File: src/rtl/cache_mem_arbiter.sv
// Round-robin arbiter sharing one main-memory port between the I-cache and D-cache
// refill/writeback engines; sequences a full block burst for the granted requester.
//
// state  | meaning
// -------+------------------------------------------------------------
// S_IDLE | no burst; arbitrate among pending requests
// S_BUSY | burst in progress, one word per mem_ack
// S_DONE | single-cycle end of burst: done pulse, grant released
module cache_mem_arbiter #(
    parameter int ADDR_WIDTH  = 32,
    parameter int DATA_WIDTH  = 32,
    parameter int BLOCK_WORDS = 4
) (
    input  logic                           clk,
    input  logic                           rstn,
    input  logic [1:0]                     req,
    input  logic [1:0]                     we,
    input  logic [ADDR_WIDTH-1:0]          addr0,
    input  logic [ADDR_WIDTH-1:0]          addr1,
    input  logic [DATA_WIDTH-1:0]          wdata0,
    input  logic [DATA_WIDTH-1:0]          wdata1,
    output logic [1:0]                     gnt,
    output logic [$clog2(BLOCK_WORDS)-1:0] word_idx,
    output logic [1:0]                     rvalid,
    output logic [DATA_WIDTH-1:0]          rdata,
    output logic [1:0]                     done,
    output logic                           mem_req,
    output logic                           mem_we,
    output logic [ADDR_WIDTH-1:0]          mem_addr,
    output logic [DATA_WIDTH-1:0]          mem_wdata,
    input  logic [DATA_WIDTH-1:0]          mem_rdata,
    input  logic                           mem_ack
);

    localparam int IDX_W = $clog2(BLOCK_WORDS);
    localparam logic [ADDR_WIDTH-1:0] OFF_MASK = ADDR_WIDTH'(BLOCK_WORDS * 4 - 1);

    typedef enum logic [1:0] {S_IDLE, S_BUSY, S_DONE} state_t;

    state_t                  state;
    state_t                  state_nxt;
    logic                    cur;
    logic                    last_grant;
    logic                    we_q;
    logic [ADDR_WIDTH-1:0]   addr_q;
    logic                    win;
    logic                    last_word;

    assign last_word = (word_idx == IDX_W'(BLOCK_WORDS - 1));

    always_ff @(posedge clk) begin
        if (rstn) begin
            state <= S_IDLE;
        end else begin
            state <= state_nxt;
        end
    end

    // On a tie the requester that did not own the previous burst wins.
    always_comb begin
        win = 1'b0;
        if (req == 2'b10) begin
            win = 1'b1;
        end else if (req == 2'b11) begin
            win = ~last_grant;
        end
        state_nxt = state;
        case (state)
            S_IDLE:  if (req != 2'b00) state_nxt = S_BUSY;
            S_BUSY:  if (mem_ack && last_word) state_nxt = S_DONE;
            S_DONE:  state_nxt = S_IDLE;
            default: state_nxt = S_IDLE;
        endcase
    end

    always_ff @(posedge clk) begin
        if (rstn) begin
            gnt        <= '0;
            word_idx   <= '0;
            rvalid     <= '0;
            rdata      <= '0;
            done       <= '0;
            cur        <= 1'b0;
            last_grant <= 1'b1;
            we_q       <= 1'b0;
            addr_q     <= '0;
        end else begin
            rvalid <= '0;
            done   <= '0;
            case (state)
                S_IDLE: begin
                    if (req != 2'b00) begin
                        cur      <= win;
                        gnt      <= win ? 2'b10 : 2'b01;
                        we_q     <= win ? we[1] : we[0];
                        addr_q   <= win ? addr1 : addr0;
                        word_idx <= '0;
                    end
                end
                S_BUSY: begin
                    if (mem_ack) begin
                        word_idx <= word_idx + 1'b1;
                        if (!we_q) begin
                            rvalid <= gnt;
                            rdata  <= mem_rdata;
                        end
                        if (last_word) begin
                            gnt  <= '0;
                            done <= gnt;
                        end
                    end
                end
                S_DONE: last_grant <= cur;
                default: ;
            endcase
        end
    end

    // Memory side is combinational from registered state; address advances the cycle after ack.
    always_comb begin
        mem_req   = (state == S_BUSY);
        mem_we    = mem_req & we_q;
        mem_addr  = '0;
        mem_wdata = '0;
        if (mem_req) begin
            mem_addr = (addr_q & ~OFF_MASK) + ADDR_WIDTH'({word_idx, 2'b00});
        end
        if (mem_we) begin
            mem_wdata = cur ? wdata1 : wdata0;
        end
    end

endmodule

File: config.mk
export PLATFORM = sky130hd
export DESIGN_NAME = cache_mem_arbiter
export DESIGN_NICKNAME = d
export VERILOG_FILES = /design/src/rtl/cache_mem_arbiter.sv
export SDC_FILE = /design/constraint.sdc
export NUM_CORES = 1
export LEC_CHECK = 0
export ABC_AREA = 1
export ABC_CLOCK_PERIOD_IN_PS = 1190
export CAP_MARGIN = 25
export CORE_AREA = 4 4 116 118
export CTS_BUF_LIST = sky130_fd_sc_hd__clkbuf_16
export DETAILED_ROUTE_END_ITERATION = 7
export DIE_AREA = 0 0 120 122
export GPL_ROUTABILITY_DRIVEN = 0
export PLACE_DENSITY = 0.73
export SLEW_MARGIN = 20
export SYNTH_ARGS = -nofsm -noshare
export SYNTH_HDL_FRONTEND = slang
export SYNTH_SLANG_ARGS = --single-unit
File: constraint.sdc
create_clock -name clk -period 1.19 [get_ports clk]
set_input_delay 0.238 -clock clk [delete_from_list [all_inputs] [get_ports clk]]
set_output_delay 0.238 -clock clk [all_outputs]
set_load 0.02 [all_outputs]
==> impl_metrics.env <==
export IMPL_crit_chain="inv_4 -> nand2_4 -> nor2_4 -> inv_6 -> buf_12 -> a21oi_4 -> buf_6"
export IMPL_htree_num_levels=3
export IMPL_peakVddDrop_v=0.000662
export IMPL_netlist_area_leader_share_pct=37.4
export IMPL_seq_area_frac_synth_pct=37.4
export IMPL_area_growth_pct=125
export IMPL_antenna_found_initial=0
export IMPL_yosysWarnings=0
export IMPL_synthDistinctLibCells=21
export IMPL_viasPerCell=4.51
export IMPL_track_usage_pct=21.6
export IMPL_layout_nets=1120
export IMPL_ant_nets=0
export IMPL_required_ps=950
export IMPL_period_needed_ps=1720
export IMPL_netlist_top_cells_count="250 x nand2_1, 101 x nor2_1, 73 x dfxtp_1, 72 x inv_1, 67 x a21oi_1"
export IMPL_min_path_type="reg2reg"
export IMPL_fin_hold_ws_ps=463
export IMPL_clk_pin_slew_worst_paths_ps=60
export IMPL_start_kind="register"
export IMPL_drt_pass1_iterations=4
export IMPL_yosys_top_cells_area="dfxtp_1 37%, nand2_1 24%, nor2_1 9.7%"
export IMPL_fmax_mhz=582
export IMPL_io_buffers=262
export IMPL_grt_max_degree=34
export IMPL_drv_cap=0
export IMPL_power_density_nw_per_um2=926
export IMPL_regToRegSetupSlack_ps=-260
export IMPL_p_clk_share_pct=32.4
export IMPL_seq_power_share_pct=33.6
export IMPL_hold_path_cell_count=2
export IMPL_drtIter0Drc=113
export IMPL_cp_slowest_cell="dfxtp_4"
export IMPL_failed_checks="setup timing"
export IMPL_ios=273
export IMPL_die_area_um2=14600
export IMPL_intPower_mw=5.62
export IMPL_cp_slowest_stage_delay_ps=350
export IMPL_drcViolationCount=0
export IMPL_insertion_delay_ps=330
export IMPL_power_mw=8.14
export IMPL_synth_edf_count=0
export IMPL_synth_avg_cell_area_um2=5.92
export IMPL_path_max_fanout=7
export IMPL_rsz0062_at_grt="true"
export IMPL_hold_start="rdata[12]"
export IMPL_p_leak_nw=3.99
export IMPL_die_w_um=120
export IMPL_wirelength_mm=17.0
export IMPL_cp_end_kind="output port"
export IMPL_path_class="reg2out"
export IMPL_cts_num_sinks=73
export IMPL_run_status="finished, violations left"
export IMPL_drv_slew=0
export IMPL_grt_pass1_wl_mm=25.2
export IMPL_die_h_um=122
export IMPL_vias=5092
export IMPL_ctsHoldBuffers=0
export IMPL_cp_data_arrival_time_ps=1480
export IMPL_timing_final_ws_setup_ps=-528
export IMPL_n_fill_cell=1042
export IMPL_yosysTopAreaCell="dfxtp_1"
export IMPL_combPwrFrac_pct=34.1
export IMPL_hold_violations=0
export IMPL_place_inst=1087
export IMPL_drive_above_1_share_pct=38.3
export IMPL_synth_top_flop_cell="dfxtp_1"
export IMPL_clk_path_buf_depth=2
export IMPL_overflow=0
export IMPL_fin_util_pct=70.5
export IMPL_root_buffer="clkbuf_16"
export IMPL_rr_startpoint="state[0]"
export IMPL_ys_async_sr_fraction_pct=0
export IMPL_num_antenna_cells=0
export IMPL_start_util_pct=31.3
export IMPL_switching_share_pct=30.9
export IMPL_period_share_pct=144
export IMPL_yosysMostFrequentCell="nand2_1"
export IMPL_dp_hpwl_mm=11.1
export IMPL_synth_area_um2=3910
export IMPL_grt_pass1_vias=4814
export IMPL_cts_tree="built"
export IMPL_ys_ff_latch=73
export IMPL_reg2reg_depth=10
export IMPL_rr_endpoint="rdata[23]"
export IMPL_core_area_um2=12500
export IMPL_clock_skew_final_ps=8.72
export IMPL_fin_cells=1129
export IMPL_final_setup_tns_ps=-40860
export IMPL_synthCells=660
export IMPL_netSwitchingPower_mw=2.51
export IMPL_setup_violations=133
export IMPL_num_rows=41
export IMPL_numCtsBuffers=9
export IMPL_wl_per_cell_um=15.1
export IMPL_hold_path_end="rdata[12]"
cell usage in the layout, fill, tap and decap left out, drive strengths merged, types with 3 or more instances in the layout:
master and n:
dfxtp 73, dlygate4sd2 9, clkinv 4, clkbuf 14, nand2 251, inv 78
clkdlybuf4s50 157, nor2 103, a21oi 67, nand3 36, clkdlybuf4s15 33, buf 120
o21ai 3
registers in the layout (all words and copies together), names as in the netlist:
name	flops
addr_q	28
rdata	32
state	2
we_q	1
cur	1
rvalid	2
word_idx	2
done	2
last_grant	1
gnt	2
metal layers:
metal / global-route usage [%] / routed length [um]
met1: 24.3 / 6490
met2: 39.6 / 8960
met3: 6.08 / 1270
met4: 6.51 / 286
met5: 0 / 0
through the flow:
stage | area [um2] | worst slack (ps)
global route | 8790 | -570
finish | 8790 | -528
detailed placement | 7320 | -657
global placement | 7320 | -632
floorplan | 4370 | -144
CTS | 8400 | -511
cells by family (layout without fill, tap and decap cells):
kind of cell | after synthesis | in the layout | synth area share, %
simple gates | 394 | 394 | 39.7
compound gates | 70 | 70 | 9.06
buf+inv | 121 | 417 | 13.4
fa+ha+maj | 1 | 1 | 0.320
other cells | 1 | 2 | 0.0960
flops | 73 | 73 | 37.4
power groups by stage:
stage                     logic (mW)  clock network (mW)  registers (mW)
final                           2.77                2.63            2.73
after global routing            2.96                2.77            2.76
after CTS                       2.58                2.67            2.70
after detailed placement        2.16                   0            2.75
after global placement          2.14                   0            2.74
after floorplan                0.958                   0            2.85
worst max-delay path by stage:
stage / from / cells after the start / to / slack [ps]
after floorplan: state[1] / 6 / mem_wdata[10] / -140
after global placement: wdata1[31] / 4 / mem_wdata[31] / -630
after detailed placement: state[1] / 7 / mem_wdata[31] / -660
after CTS: state[1] / 7 / mem_wdata[31] / -510
after global routing: state[1] / 7 / mem_wdata[31] / -570
final: state[1] / 7 / mem_wdata[31] / -530
critical path, delay by kind of cell (launching register included):
family | cells | cell delay [ps]
AOI/OAI and AO/OA | 1 | 150
buffers and inverters | 4 | 450
DFF | 1 | 350
and+or+nand+nor | 2 | 210
layout make-up:
cell class | instances | area (um2) | share of cell area (%)
multi-input combinational | 467 | 3020 | 34.4
clock buffer | 9 | 225 | 2.56
tap | 172 | 215 | 2.45
sequential | 73 | 1470 | 16.7
clock inverter | 7 | 62.6 | 0.712
timing repair buffer | 325 | 3500 | 39.8
inverter | 76 | 298 | 3.39
what timing repair did:
item | in CTS | in global routing
setup buffers | 13 | 7
pin swaps | 6 | 63
gates cloned | 14 | 2
setup endpoints to repair | 169 | 156
gates resized for setup | 444 | 198
No activity file was read; power rests on OpenSTA's default activity.
